$ cat src/rtl/mc_control_ext_if.sv
// rtl/mc_control_ext_if.sv - control bus between the multicycle controller and the datapath
// Optional port ILLEGAL exists only when MC_CTRL_ILLEGAL_TRAP_EN is defined.
interface mc_control_ext_if #(
  parameter int OPW    = 6,
  parameter int ALUOPW = 2,
  parameter int CNT_W  = 16
);
  logic [OPW-1:0]    OPCODE;
  logic              MEM_RDY;
  logic              PC_LD;
  logic              PC_LD_COND;
  logic              SEL_DIR;
  logic              MEM_RD;
  logic              MEM_WD;
  logic              IR_W;
  logic              SEL_DEST;
  logic              SEL_DAT;
  logic              REG_RD;
  logic              REG_WR;
  logic              SEL_OPERA;
  logic [1:0]        SEL_OPERAB;
  logic [1:0]        SEL_PC;
  logic [ALUOPW-1:0] ALU_OP;
  logic              RETIRE;
  logic [CNT_W-1:0]  INSTR_CNT;
  logic [3:0]        STATE;
`ifdef MC_CTRL_ILLEGAL_TRAP_EN
  logic              ILLEGAL;
`endif

  modport master (
    input  OPCODE, MEM_RDY,
    output PC_LD, PC_LD_COND, SEL_DIR, MEM_RD, MEM_WD, IR_W, SEL_DEST, SEL_DAT,
           REG_RD, REG_WR, SEL_OPERA, SEL_OPERAB, SEL_PC, ALU_OP, RETIRE,
           INSTR_CNT, STATE
`ifdef MC_CTRL_ILLEGAL_TRAP_EN
    , output ILLEGAL
`endif
  );

  modport slave (
    output OPCODE, MEM_RDY,
    input  PC_LD, PC_LD_COND, SEL_DIR, MEM_RD, MEM_WD, IR_W, SEL_DEST, SEL_DAT,
           REG_RD, REG_WR, SEL_OPERA, SEL_OPERAB, SEL_PC, ALU_OP, RETIRE,
           INSTR_CNT, STATE
`ifdef MC_CTRL_ILLEGAL_TRAP_EN
    , input ILLEGAL
`endif
  );
endinterface

$ cat src/rtl/mc_control_ext.sv
// rtl/mc_control_ext.sv - multicycle MIPS-subset control FSM with retire counter
// Optional feature macro: MC_CTRL_ILLEGAL_TRAP_EN (illegal opcode traps instead of acting as NOP).
module mc_control_ext #(
  parameter int OPW    = 6,
  parameter int ALUOPW = 2,
  parameter int CNT_W  = 16,
  parameter logic [OPW-1:0] OP_R    = OPW'('h00),
  parameter logic [OPW-1:0] OP_LW   = OPW'('h23),
  parameter logic [OPW-1:0] OP_SW   = OPW'('h2B),
  parameter logic [OPW-1:0] OP_BEQ  = OPW'('h04),
  parameter logic [OPW-1:0] OP_J    = OPW'('h02),
  parameter logic [OPW-1:0] OP_ADDI = OPW'('h08)
) (
  input  logic             clk,
  input  logic             reset,
  mc_control_ext_if.master bus
);

  typedef enum logic [3:0] {
    S_FETCH     = 4'd0,
    S_DECODE    = 4'd1,
    S_MEM_ADDR  = 4'd2,
    S_MEM_READ  = 4'd3,
    S_MEM_WB    = 4'd4,
    S_MEM_WRITE = 4'd5,
    S_EXEC_R    = 4'd6,
    S_R_WB      = 4'd7,
    S_BRANCH    = 4'd8,
    S_JUMP      = 4'd9,
    S_ADDI_EXEC = 4'd10,
    S_ADDI_WB   = 4'd11,
    S_TRAP      = 4'd12
  } state_t;

  localparam logic [ALUOPW-1:0] ALU_ADD   = ALUOPW'(0);
  localparam logic [ALUOPW-1:0] ALU_SUB   = ALUOPW'(1);
  localparam logic [ALUOPW-1:0] ALU_FUNCT = ALUOPW'(2);

  state_t           state;
  logic [CNT_W-1:0] cnt;
  logic             retire;
  logic             legal;

  assign legal = (bus.OPCODE == OP_R)  || (bus.OPCODE == OP_LW)  ||
                 (bus.OPCODE == OP_SW) || (bus.OPCODE == OP_BEQ) ||
                 (bus.OPCODE == OP_J)  || (bus.OPCODE == OP_ADDI);

  // State sequencing and saturating retire counter; reset aborts any instruction in flight
  always_ff @(posedge clk or negedge reset) begin
    if (!reset) begin
      state <= S_FETCH;
      cnt   <= '0;
    end else begin
      if (retire && (cnt != {CNT_W{1'b1}})) cnt <= cnt + 1'b1;
      case (state)
        S_FETCH:     if (bus.MEM_RDY) state <= S_DECODE;
        S_DECODE: begin
          if (bus.OPCODE == OP_R)                               state <= S_EXEC_R;
          else if (bus.OPCODE == OP_LW || bus.OPCODE == OP_SW)  state <= S_MEM_ADDR;
          else if (bus.OPCODE == OP_BEQ)                        state <= S_BRANCH;
          else if (bus.OPCODE == OP_J)                          state <= S_JUMP;
          else if (bus.OPCODE == OP_ADDI)                       state <= S_ADDI_EXEC;
`ifdef MC_CTRL_ILLEGAL_TRAP_EN
          else                                                  state <= S_TRAP;
`else
          else                                                  state <= S_FETCH;
`endif
        end
        S_MEM_ADDR:  state <= (bus.OPCODE == OP_LW) ? S_MEM_READ : S_MEM_WRITE;
        S_MEM_READ:  if (bus.MEM_RDY) state <= S_MEM_WB;
        S_MEM_WRITE: if (bus.MEM_RDY) state <= S_FETCH;
        S_EXEC_R:    state <= S_R_WB;
        S_ADDI_EXEC: state <= S_ADDI_WB;
`ifdef MC_CTRL_ILLEGAL_TRAP_EN
        S_TRAP:      state <= S_TRAP;
`endif
        default:     state <= S_FETCH;
      endcase
    end
  end

  // Moore decode of the state register; held at zero while reset is asserted
  always_comb begin
    bus.PC_LD      = 1'b0;
    bus.PC_LD_COND = 1'b0;
    bus.SEL_DIR    = 1'b0;
    bus.MEM_RD     = 1'b0;
    bus.MEM_WD     = 1'b0;
    bus.IR_W       = 1'b0;
    bus.SEL_DEST   = 1'b0;
    bus.SEL_DAT    = 1'b0;
    bus.REG_RD     = 1'b0;
    bus.REG_WR     = 1'b0;
    bus.SEL_OPERA  = 1'b0;
    bus.SEL_OPERAB = 2'd0;
    bus.SEL_PC     = 2'd0;
    bus.ALU_OP     = ALU_ADD;
    retire         = 1'b0;
    if (reset) begin
      case (state)
        S_FETCH: begin
          bus.MEM_RD     = 1'b1;
          bus.SEL_OPERAB = 2'd1;
          bus.IR_W       = bus.MEM_RDY;
          bus.PC_LD      = bus.MEM_RDY;
        end
        S_DECODE: begin
          bus.REG_RD     = 1'b1;
          bus.SEL_OPERAB = 2'd3;
`ifndef MC_CTRL_ILLEGAL_TRAP_EN
          retire         = !legal;
`endif
        end
        S_MEM_ADDR: begin
          bus.SEL_OPERA  = 1'b1;
          bus.SEL_OPERAB = 2'd2;
        end
        S_MEM_READ: begin
          bus.MEM_RD  = 1'b1;
          bus.SEL_DIR = 1'b1;
        end
        S_MEM_WB: begin
          bus.REG_WR = 1'b1;
          retire     = 1'b1;
        end
        S_MEM_WRITE: begin
          bus.MEM_WD = 1'b1;
          bus.SEL_DIR = 1'b1;
          retire     = bus.MEM_RDY;
        end
        S_EXEC_R: begin
          bus.SEL_OPERA = 1'b1;
          bus.ALU_OP    = ALU_FUNCT;
        end
        S_R_WB: begin
          bus.REG_WR   = 1'b1;
          bus.SEL_DEST = 1'b1;
          bus.SEL_DAT  = 1'b1;
          retire       = 1'b1;
        end
        S_BRANCH: begin
          bus.SEL_OPERA  = 1'b1;
          bus.ALU_OP     = ALU_SUB;
          bus.SEL_PC     = 2'd1;
          bus.PC_LD_COND = 1'b1;
          retire         = 1'b1;
        end
        S_JUMP: begin
          bus.SEL_PC = 2'd2;
          bus.PC_LD  = 1'b1;
          retire     = 1'b1;
        end
        S_ADDI_EXEC: begin
          bus.SEL_OPERA  = 1'b1;
          bus.SEL_OPERAB = 2'd2;
        end
        S_ADDI_WB: begin
          bus.REG_WR  = 1'b1;
          bus.SEL_DAT = 1'b1;
          retire      = 1'b1;
        end
        default: ;
      endcase
    end
  end

  assign bus.RETIRE    = retire;
  assign bus.INSTR_CNT = cnt;
  assign bus.STATE     = state;
`ifdef MC_CTRL_ILLEGAL_TRAP_EN
  assign bus.ILLEGAL   = reset && (state == S_TRAP);
`endif

endmodule
$ cat src/flat_wrapper.sv
// flat-port wrapper written by rule: the top's interface ports become plain ports
module mc_control_ext_flat 
#(
  parameter int OPW    = 6,
  parameter int ALUOPW = 2,
  parameter int CNT_W  = 16,
  parameter logic [OPW-1:0] OP_R    = OPW'('h00),
  parameter logic [OPW-1:0] OP_LW   = OPW'('h23),
  parameter logic [OPW-1:0] OP_SW   = OPW'('h2B),
  parameter logic [OPW-1:0] OP_BEQ  = OPW'('h04),
  parameter logic [OPW-1:0] OP_J    = OPW'('h02),
  parameter logic [OPW-1:0] OP_ADDI = OPW'('h08)
)
  (clk, reset, bus_OPCODE, bus_MEM_RDY, bus_PC_LD, bus_PC_LD_COND, bus_SEL_DIR, bus_MEM_RD, bus_MEM_WD, bus_IR_W, bus_SEL_DEST, bus_SEL_DAT, bus_REG_RD, bus_REG_WR, bus_SEL_OPERA, bus_SEL_OPERAB, bus_SEL_PC, bus_ALU_OP, bus_RETIRE, bus_INSTR_CNT, bus_STATE);
  mc_control_ext_if #(.OPW(OPW), .ALUOPW(ALUOPW), .CNT_W(CNT_W)) bus_i ();
  input  logic clk;
  input  logic reset;
  input wire logic [$bits(bus_i.OPCODE)-1:0] bus_OPCODE;
  input wire logic [$bits(bus_i.MEM_RDY)-1:0] bus_MEM_RDY;
  output wire logic [$bits(bus_i.PC_LD)-1:0] bus_PC_LD;
  output wire logic [$bits(bus_i.PC_LD_COND)-1:0] bus_PC_LD_COND;
  output wire logic [$bits(bus_i.SEL_DIR)-1:0] bus_SEL_DIR;
  output wire logic [$bits(bus_i.MEM_RD)-1:0] bus_MEM_RD;
  output wire logic [$bits(bus_i.MEM_WD)-1:0] bus_MEM_WD;
  output wire logic [$bits(bus_i.IR_W)-1:0] bus_IR_W;
  output wire logic [$bits(bus_i.SEL_DEST)-1:0] bus_SEL_DEST;
  output wire logic [$bits(bus_i.SEL_DAT)-1:0] bus_SEL_DAT;
  output wire logic [$bits(bus_i.REG_RD)-1:0] bus_REG_RD;
  output wire logic [$bits(bus_i.REG_WR)-1:0] bus_REG_WR;
  output wire logic [$bits(bus_i.SEL_OPERA)-1:0] bus_SEL_OPERA;
  output wire logic [$bits(bus_i.SEL_OPERAB)-1:0] bus_SEL_OPERAB;
  output wire logic [$bits(bus_i.SEL_PC)-1:0] bus_SEL_PC;
  output wire logic [$bits(bus_i.ALU_OP)-1:0] bus_ALU_OP;
  output wire logic [$bits(bus_i.RETIRE)-1:0] bus_RETIRE;
  output wire logic [$bits(bus_i.INSTR_CNT)-1:0] bus_INSTR_CNT;
  output wire logic [$bits(bus_i.STATE)-1:0] bus_STATE;
  assign bus_i.OPCODE = bus_OPCODE;
  assign bus_i.MEM_RDY = bus_MEM_RDY;
  assign bus_PC_LD = bus_i.PC_LD;
  assign bus_PC_LD_COND = bus_i.PC_LD_COND;
  assign bus_SEL_DIR = bus_i.SEL_DIR;
  assign bus_MEM_RD = bus_i.MEM_RD;
  assign bus_MEM_WD = bus_i.MEM_WD;
  assign bus_IR_W = bus_i.IR_W;
  assign bus_SEL_DEST = bus_i.SEL_DEST;
  assign bus_SEL_DAT = bus_i.SEL_DAT;
  assign bus_REG_RD = bus_i.REG_RD;
  assign bus_REG_WR = bus_i.REG_WR;
  assign bus_SEL_OPERA = bus_i.SEL_OPERA;
  assign bus_SEL_OPERAB = bus_i.SEL_OPERAB;
  assign bus_SEL_PC = bus_i.SEL_PC;
  assign bus_ALU_OP = bus_i.ALU_OP;
  assign bus_RETIRE = bus_i.RETIRE;
  assign bus_INSTR_CNT = bus_i.INSTR_CNT;
  assign bus_STATE = bus_i.STATE;
  mc_control_ext #(.OPW(OPW), .ALUOPW(ALUOPW), .CNT_W(CNT_W), .OP_R(OP_R), .OP_LW(OP_LW), .OP_SW(OP_SW), .OP_BEQ(OP_BEQ), .OP_J(OP_J), .OP_ADDI(OP_ADDI)) u_core (.clk(clk), .reset(reset), .bus(bus_i));
endmodule
$ cat config.mk
export PLATFORM = sky130hd
export DESIGN_NAME = mc_control_ext_flat
export DESIGN_NICKNAME = d
export VERILOG_FILES = /design/src/rtl/mc_control_ext_if.sv /design/src/rtl/mc_control_ext.sv /design/src/flat_wrapper.sv
export SDC_FILE = /design/constraint.sdc
export NUM_CORES = 1
export LEC_CHECK = 0
export BUFFER_PORTS_ARGS = -buffer_cell sky130_fd_sc_hd__buf_2
export CAP_MARGIN = 20
export CORE_MARGIN = 8
export CORE_UTILIZATION = 50
export DETAILED_ROUTE_END_ITERATION = 10
export GPL_TIMING_DRIVEN = 0
export PLACE_DENSITY = 0.79
export SLEW_MARGIN = 20
export SYNTH_ARGS = -nofsm -noshare
export SYNTH_HDL_FRONTEND = slang
export SYNTH_SLANG_ARGS = --single-unit
$ cat constraint.sdc
create_clock -name clk -period 2.15 [get_ports clk]
set_input_delay 0.215 -clock clk [delete_from_list [all_inputs] [get_ports clk]]
set_output_delay 0.215 -clock clk [all_outputs]
set_load 0.005 [all_outputs]
==> impl_metrics.env, run 1 <==
export IMPL_grt_pass1_vias=1372
export IMPL_clock_latency_ns=0.30
export IMPL_htree_levels=1
export IMPL_end_kind="primary output"
export IMPL_use_met2_pct=27.41
export IMPL_power_density_nw_per_um2=680.5
export IMPL_timing_final_ws_setup_ns=0.1239
export IMPL_ant_nets=0
export IMPL_swShare_pct=33.05
export IMPL_ff2ff_path_depth=7
export IMPL_setup_viol=0
export IMPL_die_x_um=68.80
export IMPL_cts_num_sinks=20
export IMPL_arrival_ns=1.81
export IMPL_wl_per_cell_um=15.80
export IMPL_fin_tns_setup_ns=0
export IMPL_drc=0
export IMPL_cts_root_buf="clkbuf_4"
export IMPL_cts_tree="yes"
export IMPL_n_antenna_cell=0
export IMPL_rsz0062_at_grt="false"
export IMPL_power_uw=1181
export IMPL_synthCells=157
export IMPL_drive_above_1_share_pct=33.17
export IMPL_routed_wl_mm=3.776
export IMPL_crit_chain="buf_6 -> nor4b_4 -> o311a_1 -> a32o_2 -> buf_6 -> buf_2"
export IMPL_dp_hpwl_mm=2.863
export IMPL_first_iter_violations=113
export IMPL_r2r_start="u_core.bus.STATE[2]"
export IMPL_p_leak_uw=0.0008301
export IMPL_post_route_period_util_pct=94.24
export IMPL_min_to="u_core.bus.STATE[3]"
export IMPL_grt_ovfl_total=0
export IMPL_numCtsBuffers=3
export IMPL_met1_usage_pct=20.89
export IMPL_ys_seq_elements=20
export IMPL_vdd_drop_max_uv=883.4
export IMPL_start_util_pct=51.43
export IMPL_io_pins=47
export IMPL_relSlewSlack_pct=41.86
export IMPL_cp_required_ns=1.93
export IMPL_syn_nets=167
export IMPL_combPwrFrac_pct=30.7
export IMPL_use_met3_pct=3.231
export IMPL_clockBufferDepth=2
export IMPL_grt_busiest_layer="met2"
export IMPL_hold_viol_final=0
export IMPL_ys_types=45
export IMPL_rrSetupSlack_ns=0.15
export IMPL_worst_path_largest_cell_delay_ns=0.41
export IMPL_run_status="finished, final reports clean"
export IMPL_pwr_share_clk_pct=25.9
export IMPL_synth_top_flop_cell="dfrtp_1"
export IMPL_grt_pass1_wl_mm=6.189
export IMPL_place_inst=233
export IMPL_fin_skew_ns=0.007369
export IMPL_hold_start="bus_OPCODE[4]"
export IMPL_synthArstFlopShare_pct=100.0
export IMPL_routed_via_count=1407
export IMPL_worst_path_most_repeated_cell="buf_6"
export IMPL_hp_class="input port to register"
export IMPL_clk_pin_slew_ns=0.11
export IMPL_slew_viol_final=0
export IMPL_syn_area_per_cell_um2=8.878
export IMPL_syn_area_um2=1394
export IMPL_p_int_uw=790.6
export IMPL_critPathSlowestCell="dfrtp_1"
export IMPL_path_max_fanout=10
export IMPL_gp_congestion=0.9051
export IMPL_die_y_um=68.80
export IMPL_grt_start_max_net_pins=21
export IMPL_tightest_slew_ns=0.8693
export IMPL_yosysSeqAreaShare_pct=35.91
export IMPL_area_growth_pct=24.51
export IMPL_core_um2=2710
export IMPL_regToRegEndpoint="u_core.bus.INSTR_CNT[1]"
export IMPL_pwr_share_seq_pct=43.4
export IMPL_yosysWarnings=0
export IMPL_synth_edf_count=0
export IMPL_antenna_found_initial=0
export IMPL_max_freq_ghz=0.4936
export IMPL_hold_depth=4
export IMPL_row_count=19
export IMPL_timing_final_crit_period_ns=2.026
export IMPL_critical_path_class="register to primary output"
export IMPL_first_pass_iters=4
export IMPL_post_place_ws_ns=0.1787
export IMPL_switchingPower_uw=390.3
export IMPL_fin_nets=219
export IMPL_drv_cap=0
export IMPL_grt_usage_pct=16.29
export IMPL_portBuffers=45
export IMPL_vias_per_cell=5.887
export IMPL_dieArea_um2=4733
export IMPL_fin_cells=239
export IMPL_worstSetupStartpointType="register"
## metrics by stage
| step | hold WS (ns) | instance area (um2) | utilization (%) |
|---|---|---|---|
| 2_1_floorplan | -0.08059 | 1394 | - |
| 3_3_place_gp | 0.1935 | 1658 | 61.17 |
| 3_5_place_dp | 0.1928 | 1658 | 61.17 |
| 4_1_cts | 0.2992 | 1729 | 63.80 |
| 5_1_grt | 0.3131 | 1735 | 64.04 |
| 6_report | 0.3072 | 1735 | 64.04 |
## power groups by stage
stage	Combinational [uW]	Sequential, uW	Clock [uW]
2_1_floorplan	210	512	0
3_3_place_gp	342	514	0
3_5_place_dp	352	518	0
4_1_cts	362	511	310
5_1_grt	408	528	325
6_report	363	513	306
## worst max-delay path: cells and delay by family (launching register included)
family	cells	cell delay [ns]
AND/OR/NAND/NOR	1	0.34
flip-flops	1	0.41
AO/OA/AOI/OAI	2	0.37
buffers and inverters	3	0.40
## cell usage in the layout (no fill, tap or decap), types with 2 or more instances in the layout
cell type and n:
nand3_1 8, nor2_1 16, buf_2 45, clkbuf_4 3, a31oi_1 5, dfrtp_1 19
o21ai_0 4, buf_6 2, and3_1 4, and4_1 3, nand2_1 10, nor2b_1 2
nor3_1 11, buf_4 4, nand2b_1 5, clkbuf_1 2, nor3b_1 3, inv_1 2
and2_1 2, clkbuf_2 3, nand4b_1 2, a41oi_1 2, xnor2_1 12, nand4_1 5
xor2_1 2, a21oi_1 6
## synth_stat cells (all sizes together), types with 2 or more instances
| cell | count | area [um2] |
|---|---|---|
| a21oi | 6 | 30.03 |
| a31oi | 5 | 31.28 |
| a32o | 2 | 21.27 |
| a41oi | 2 | 17.52 |
| and2 | 2 | 12.51 |
| and3 | 5 | 32.53 |
| and4 | 3 | 26.28 |
| buf | 5 | 45.04 |
| clkbuf | 5 | 18.77 |
| dfrtp | 20 | 500.5 |
| inv | 2 | 7.510 |
| mux2 | 2 | 26.27 |
| nand2 | 10 | 37.54 |
| nand2b | 5 | 31.28 |
| nand3 | 9 | 50.05 |
| nand4 | 5 | 31.28 |
| nand4b | 2 | 17.52 |
| nor2 | 16 | 60.06 |
| nor2b | 4 | 32.53 |
| nor3 | 11 | 55.05 |
| nor3b | 4 | 35.03 |
| o21ai | 5 | 25.02 |
| or3 | 2 | 13.77 |
| xnor2 | 12 | 105.1 |
| xor2 | 2 | 17.52 |
## cell families after synthesis
family	after synthesis	synth area share [%]
compound gates	27	13.29
xor+xnor	14	8.797
fa+ha+maj	1	0.8975
buf+inv	12	5.117
flops	20	35.91
mux	2	1.885
simple gates	81	34.11
## state kept, by name, indices dropped and copies added, names as in the netlist
register              cells
u_core.bus.STATE          4
u_core.bus.INSTR_CNT     16
## per-layer routing
metal | up-vias | share of wire (%)
met5 | - | 0
met4 | 0 | 0.32
met3 | 2 | 9.3
met2 | 54 | 47
met1 | 672 | 43
li1 | 679 | -
## final cells by class
class | count | area, um2
flip-flops and latches | 20 | 501.7
well taps | 31 | 38.79
plain buffers | 10 | 67.56
fillers | 240 | 974.7
clock buffers | 3 | 22.52
clock inverters | 1 | 30.03
repair buffers | 47 | 242.7
multi-input cells | 125 | 824.5
inverters | 2 | 7.507
## how the worst max path moves through the flow
stage,startpoint,cells after the start,end
3_3_place_gp,u_core.bus.STATE[2],6,u_core.bus.INSTR_CNT[1]
5_1_grt,u_core.bus.STATE[1],6,bus_SEL_OPERAB[1]
2_1_floorplan,u_core.bus.STATE[2],6,u_core.bus.INSTR_CNT[1]
4_1_cts,u_core.bus.STATE[3],5,bus_PC_LD
6_report,u_core.bus.STATE[2],6,bus_RETIRE
3_5_place_dp,u_core.bus.STATE[2],6,u_core.bus.INSTR_CNT[1]
## repair_timing
| action | CTS | global route |
|---|---|---|
| pin swaps | 1 | 0 |
| hold buffers | 1 | 0 |
| buffers inserted | 1 | 0 |
| resized for setup | 1 | 6 |
| hold endpoints to repair | 20 | 0 |
| endpoints found under the setup margin | 2 | 4 |
Note: power is estimated with default switching activity, not from simulation.
==> run 2, diff against run 1 <==
- ABC_AREA: not set -> 1
- CORE_UTILIZATION: 50 -> 52
- PLACE_DENSITY: 0.79 -> 0.8
==> impl_metrics.env, run 2 <==
export IMPL_run_status="finished, final reports clean"
export IMPL_grt_pass1_wl_mm=7.610
export IMPL_layout_common_cells="92 x nand2_1, 49 x buf_2, 33 x nor2_1"
export IMPL_grt_pass1_vias=1668
export IMPL_slew_viol_final=0
export IMPL_portBuffers=46
export IMPL_ys_types=30
export IMPL_yosys_area_top_type_share_pct=30.89
export IMPL_cpLargestDelayFamily="simple AND/OR/NAND/NOR gates"
export IMPL_largest_reg_flops=16
export IMPL_syn_nets=264
export IMPL_rsz0062_at_grt="false"
export IMPL_hold_viol_final=0
export IMPL_row_count=20
export IMPL_grt_ovfl_total=0
export IMPL_synth_top_flop_cell="dfrtp_1"
export IMPL_worst_path_largest_cell_delay_ns=0.48
export IMPL_grt_busiest_layer="met2"
export IMPL_post_route_period_util_pct=90.03
export IMPL_fin_skew_ns=0.01130
export IMPL_yosysWarnings=0
export IMPL_hp_class="input port to register"
export IMPL_setup_viol=0
export IMPL_antenna_found_initial=0
export IMPL_met1_usage_pct=22.39
export IMPL_clock_latency_ns=0.31
export IMPL_routed_via_count=1828
export IMPL_timing_final_crit_period_ns=1.936
export IMPL_cts_root_buf="clkbuf_4"
export IMPL_numCtsBuffers=3
export IMPL_clockBufferDepth=2
export IMPL_vias_per_cell=5.408
export IMPL_crit_chain="ha_1 -> nand3_2 -> nor2_4 -> nand4_4 -> buf_2 -> nand4_1 -> nand2_1"
export IMPL_synth_edf_count=0
export IMPL_fin_nets=316
export IMPL_dp_hpwl_mm=3.535
export IMPL_synth_commonest_cells="92 x nand2_1, 33 x nor2_1, 25 x nand4_1"
export IMPL_yosysTopAreaCell="dfrtp_1"
export IMPL_ant_nets=0
export IMPL_die_y_um=71.82
export IMPL_fin_tns_setup_ns=0
export IMPL_use_met3_pct=3.766
export IMPL_cp_required_ns=2.35
export IMPL_max_freq_ghz=0.5166
export IMPL_power_density_nw_per_um2=701.2
export IMPL_io_pins=47
export IMPL_grt_start_max_net_pins=21
export IMPL_drv_cap=0
export IMPL_htree_levels=1
export IMPL_final_common_cell="nand2_1"
export IMPL_core_um2=3003
export IMPL_relSlewSlack_pct=40.22
export IMPL_p_leak_uw=0.001081
export IMPL_first_pass_iters=5
export IMPL_crit_buf_inv=1
export IMPL_end_kind="register"
export IMPL_yosysSeqAreaShare_pct=30.89
export IMPL_synthCells=254
export IMPL_drive_above_1_share_pct=23.93
export IMPL_vdd_drop_max_uv=503.9
export IMPL_synthArstFlopShare_pct=100.0
export IMPL_syn_area_um2=1620
export IMPL_n_antenna_cell=0
export IMPL_drc=0
export IMPL_dieArea_um2=5158
export IMPL_die_x_um=71.82
export IMPL_synth_most_common_cell="nand2_1"
export IMPL_cts_num_sinks=20
export IMPL_path_max_fanout=10
export IMPL_cts_tree="yes"
export IMPL_ys_seq_elements=20
export IMPL_arrival_ns=2.14
export IMPL_grt_usage_pct=18.13
export IMPL_place_inst=333
export IMPL_post_cts_resized=0
export IMPL_critical_path_class="register to register"
export IMPL_tightest_slew_ns=0.8938
export IMPL_fin_area_um2=1938
export IMPL_use_met2_pct=30.57
export IMPL_routed_wl_mm=4.529
export IMPL_area_growth_pct=19.61
export IMPL_first_iter_violations=117
export IMPL_placed_cell_area_um2=1892
export IMPL_clk_pin_slew_ns=0.12
export IMPL_critPathSlowestCell="dfrtp_1"
export IMPL_synthTopCellsByArea="dfrtp_1 31%, nand2_1 21%, nand4_1 9.7%"
export IMPL_fin_cells=338
export IMPL_worstSetupStartpointType="register"
export IMPL_gp_congestion=0.9381
export IMPL_wl_per_cell_um=13.40
export IMPL_syn_area_per_cell_um2=6.379
export IMPL_start_util_pct=53.96
[run 2: cell type report]
class / count / area, um2
inverter: 26 / 97.59
sequential: 20 / 500.5
multi-input combinational: 201 / 980.9
clock buffer: 4 / 36.28
timing repair buffer: 47 / 240.2
fill: 293 / 1065
tap: 33 / 41.29
buffer: 7 / 41.29
[run 2: cell families (layout without fill, tap and decap cells)]
group                    after synthesis  in the layout  share of synthesized area, %
AND/OR/NAND/NOR                      177            177                         50.89
buffers and inverters                 33             84                         8.571
flip-flops                            20             20                         30.89
AO/OA/AOI/OAI                         17             17                         5.637
XOR/XNOR                               6              6                         3.244
adder cells (fa/ha/maj)                1              1                        0.7721
[run 2: stage by stage]
| step | hold WS, ns | power [uW] | worst slack, ns | utilization [%] |
|---|---|---|---|---|
| global placement | 0.1866 | 1132 | 0.05892 | 63.00 |
| finish | 0.2044 | 1359 | 0.2143 | 64.54 |
| floorplan | -0.08059 | 924.3 | 0.5577 | - |
| detailed placement | 0.1920 | 1144 | 0.04341 | 63.00 |
| CTS | 0.1957 | 1370 | 0.2486 | 64.54 |
| global route | 0.2144 | 1469 | 0.1063 | 64.54 |
[run 2: repair_timing]
item | 4_1_cts | 5_1_grt
endpoints found under the hold margin | 20 | 0
hold buffers | 1 | 0
setup buffers | 0 | 0
endpoints found under the setup margin | 0 | 0
[run 2: path summary, 6_finish.rpt]
| check | start | to | slack, ns | cells past startpoint |
|---|---|---|---|---|
| min in group asynchronous | reset | u_core.bus.INSTR_CNT[0] | 0.59 | 2 |
| min reg2reg | u_core.bus.INSTR_CNT[15] | u_core.bus.INSTR_CNT[15] | 0.54 | 2 |
| max | u_core.bus.INSTR_CNT[0] | u_core.bus.INSTR_CNT[11] | 0.21 | 7 |
| min | bus_MEM_RDY | u_core.bus.STATE[1] | 0.20 | 2 |
| max in group asynchronous | reset | u_core.bus.STATE[0] | 1.00 | 2 |
| max reg2reg | u_core.bus.INSTR_CNT[0] | u_core.bus.INSTR_CNT[11] | 0.21 | 7 |
[run 2: worst register-to-register path, cell delays in order (launching register included)]
cell and delay (ns):
dfrtp_1 0.48, ha_1 0.28, nand3_2 0.17, nor2_4 0.22, nand4_4 0.21, buf_2 0.25
nand4_1 0.14, nand2_1 0.07
[run 2: per-layer routing]
| layer | up-vias | routed length (um) |
|---|---|---|
| met4 | 0 | 42 |
| met3 | 5 | 319 |
| li1 | 939 | - |
| met1 | 825 | 1999 |
| met5 | - | 0 |
| met2 | 59 | 2169 |
[run 2: where the power goes]
| group | internal (uW) | switching (uW) |
|---|---|---|
| Combinational | 231 | 398 |
| Clock | 103 | 117 |
| Sequential | 428 | 82.3 |
==> run 3, diff against run 2 <==
- MAX_ROUTING_LAYER: not set -> met4
==> impl_metrics.env, run 3 (synthesis gave the netlist of run 2 again) <==
export IMPL_hold_viol_final=0
export IMPL_max_freq_ghz=0.5177
export IMPL_fin_skew_ns=0.01402
export IMPL_critical_path_class="register to register"
export IMPL_arrival_ns=2.13
export IMPL_critPathSlowestCell="dfrtp_1"
export IMPL_first_pass_iters=4
export IMPL_clk_pin_slew_ns=0.12
export IMPL_ant_nets=0
export IMPL_die_x_um=71.82
export IMPL_cpLargestDelayFamily="simple AND/OR/NAND/NOR gates"
export IMPL_io_pins=47
export IMPL_dieArea_um2=5158
export IMPL_post_route_period_util_pct=89.84
export IMPL_pwr_share_seq_pct=37.5
export IMPL_vdd_drop_max_uv=479.5
export IMPL_worst_path_largest_cell_delay_ns=0.48
export IMPL_fin_cells=338
export IMPL_pwr_share_clk_pct=16.3
export IMPL_area_growth_pct=19.61
export IMPL_wl_per_cell_um=13.11
export IMPL_crit_buf_inv=1
export IMPL_cts_tree="yes"
export IMPL_swShare_pct=44.01
export IMPL_rsz0062_at_grt="false"
export IMPL_drc=0
export IMPL_grt_pass1_wl_mm=7.486
export IMPL_cts_num_sinks=20
export IMPL_largest_reg_flops=16
export IMPL_slew_viol_final=0
export IMPL_fin_tns_setup_ns=0
export IMPL_p_int_uw=761.8
export IMPL_core_um2=3003
export IMPL_antenna_found_initial=0
export IMPL_grt_start_max_net_pins=21
export IMPL_place_inst=333
export IMPL_drive_above_1_share_pct=23.93
export IMPL_gp_congestion=0.9631
export IMPL_tightest_slew_ns=0.9005
export IMPL_setup_viol=0
export IMPL_final_common_cell="nand2_1"
export IMPL_cts_root_buf="clkbuf_4"
export IMPL_first_iter_violations=105
export IMPL_post_cts_buffers=0
export IMPL_clockBufferDepth=2
export IMPL_end_kind="register"
export IMPL_hp_class="input port to register"
export IMPL_htree_levels=1
export IMPL_numCtsBuffers=3
export IMPL_run_status="finished, final reports clean"
export IMPL_portBuffers=46
export IMPL_switchingPower_uw=598.8
export IMPL_power_density_nw_per_um2=702.0
export IMPL_combPwrFrac_pct=46.2
export IMPL_clock_latency_ns=0.31
export IMPL_routed_wl_mm=4.432
export IMPL_path_max_fanout=10
export IMPL_n_antenna_cell=0
export IMPL_timing_final_crit_period_ns=1.932
export IMPL_dp_hpwl_mm=3.438
export IMPL_routed_via_count=1827
export IMPL_vias_per_cell=5.405
export IMPL_worstSetupStartpointType="register"
export IMPL_fin_nets=316
export IMPL_drv_cap=0
export IMPL_relSlewSlack_pct=39.77
export IMPL_die_y_um=71.82
export IMPL_grt_usage_pct=17.97
export IMPL_crit_chain="ha_1 -> nand3_2 -> nor2_4 -> nand4_4 -> buf_2 -> nand4_1 -> nand2_1"
export IMPL_cp_required_ns=2.35
export IMPL_grt_ovfl_total=0
export IMPL_p_leak_uw=0.001081
export IMPL_start_util_pct=53.96
export IMPL_layout_common_cells="92 x nand2_1, 49 x buf_2, 33 x nor2_1"
export IMPL_row_count=20
export IMPL_grt_pass1_vias=1715
run 3: cell counts in the layout (fill, tap and decap cells not counted):
Identical to the previous run, type by type.
run 3: power by group through the flow:
stage	registers, uW	logic, uW	clock network (uW)
after floorplan	509	415	0
after detailed placement	517	623	0
after global placement	516	618	0
after CTS	509	628	225
final	510	629	222
after global routing	520	703	244
run 3: timing repair:
item                      4_1_cts  5_1_grt
hold endpoints to repair       20        0
resized for setup               0        0
hold buffers                    1        0
run 3: area by class of cell:
type                       count  area [um2]
clock buffer                   4       36.28
fill                         280        1065
timing repair buffer          47       240.2
sequential                    20       500.5
inverter                      26       97.59
buffer                         7       41.29
multi-input combinational    201       980.9
tap                           33       41.29
run 3: metrics by stage:
stage	total power [uW]	area (um2)	setup slack (ns)	utilization (%)	hold slack, ns
2_1_floorplan	924.3	1620	0.5577	-	-0.08059
3_3_place_gp	1134	1892	0.05600	63.00	0.1844
3_5_place_dp	1140	1892	0.05263	63.00	0.1931
4_1_cts	1362	1938	0.2551	64.54	0.2080
5_1_grt	1467	1938	0.1089	64.54	0.2356
6_report	1361	1938	0.2184	64.54	0.2164
run 3: final timing paths:
kind                                          start  slack [ns]  depth (start not counted)                       end
max                         u_core.bus.INSTR_CNT[0]        0.22                          7  u_core.bus.INSTR_CNT[11]
min                                     bus_MEM_RDY        0.22                          2       u_core.bus.STATE[1]
max reg2reg                 u_core.bus.INSTR_CNT[0]        0.22                          7  u_core.bus.INSTR_CNT[11]
min reg2reg                u_core.bus.INSTR_CNT[15]        0.56                          2  u_core.bus.INSTR_CNT[15]
max in group asynchronous                     reset        1.00                          2       u_core.bus.STATE[1]
min in group asynchronous                     reset        0.59                          2  u_core.bus.INSTR_CNT[10]
run 3: routing by layer:
metal  vias up  routed length, um  track usage (%)
met5         -                  0                -
met4         0                 57            6.576
met3         7                380            4.184
met2        63               2039            28.95
met1       821               1955            21.32
li1        936                  -                -
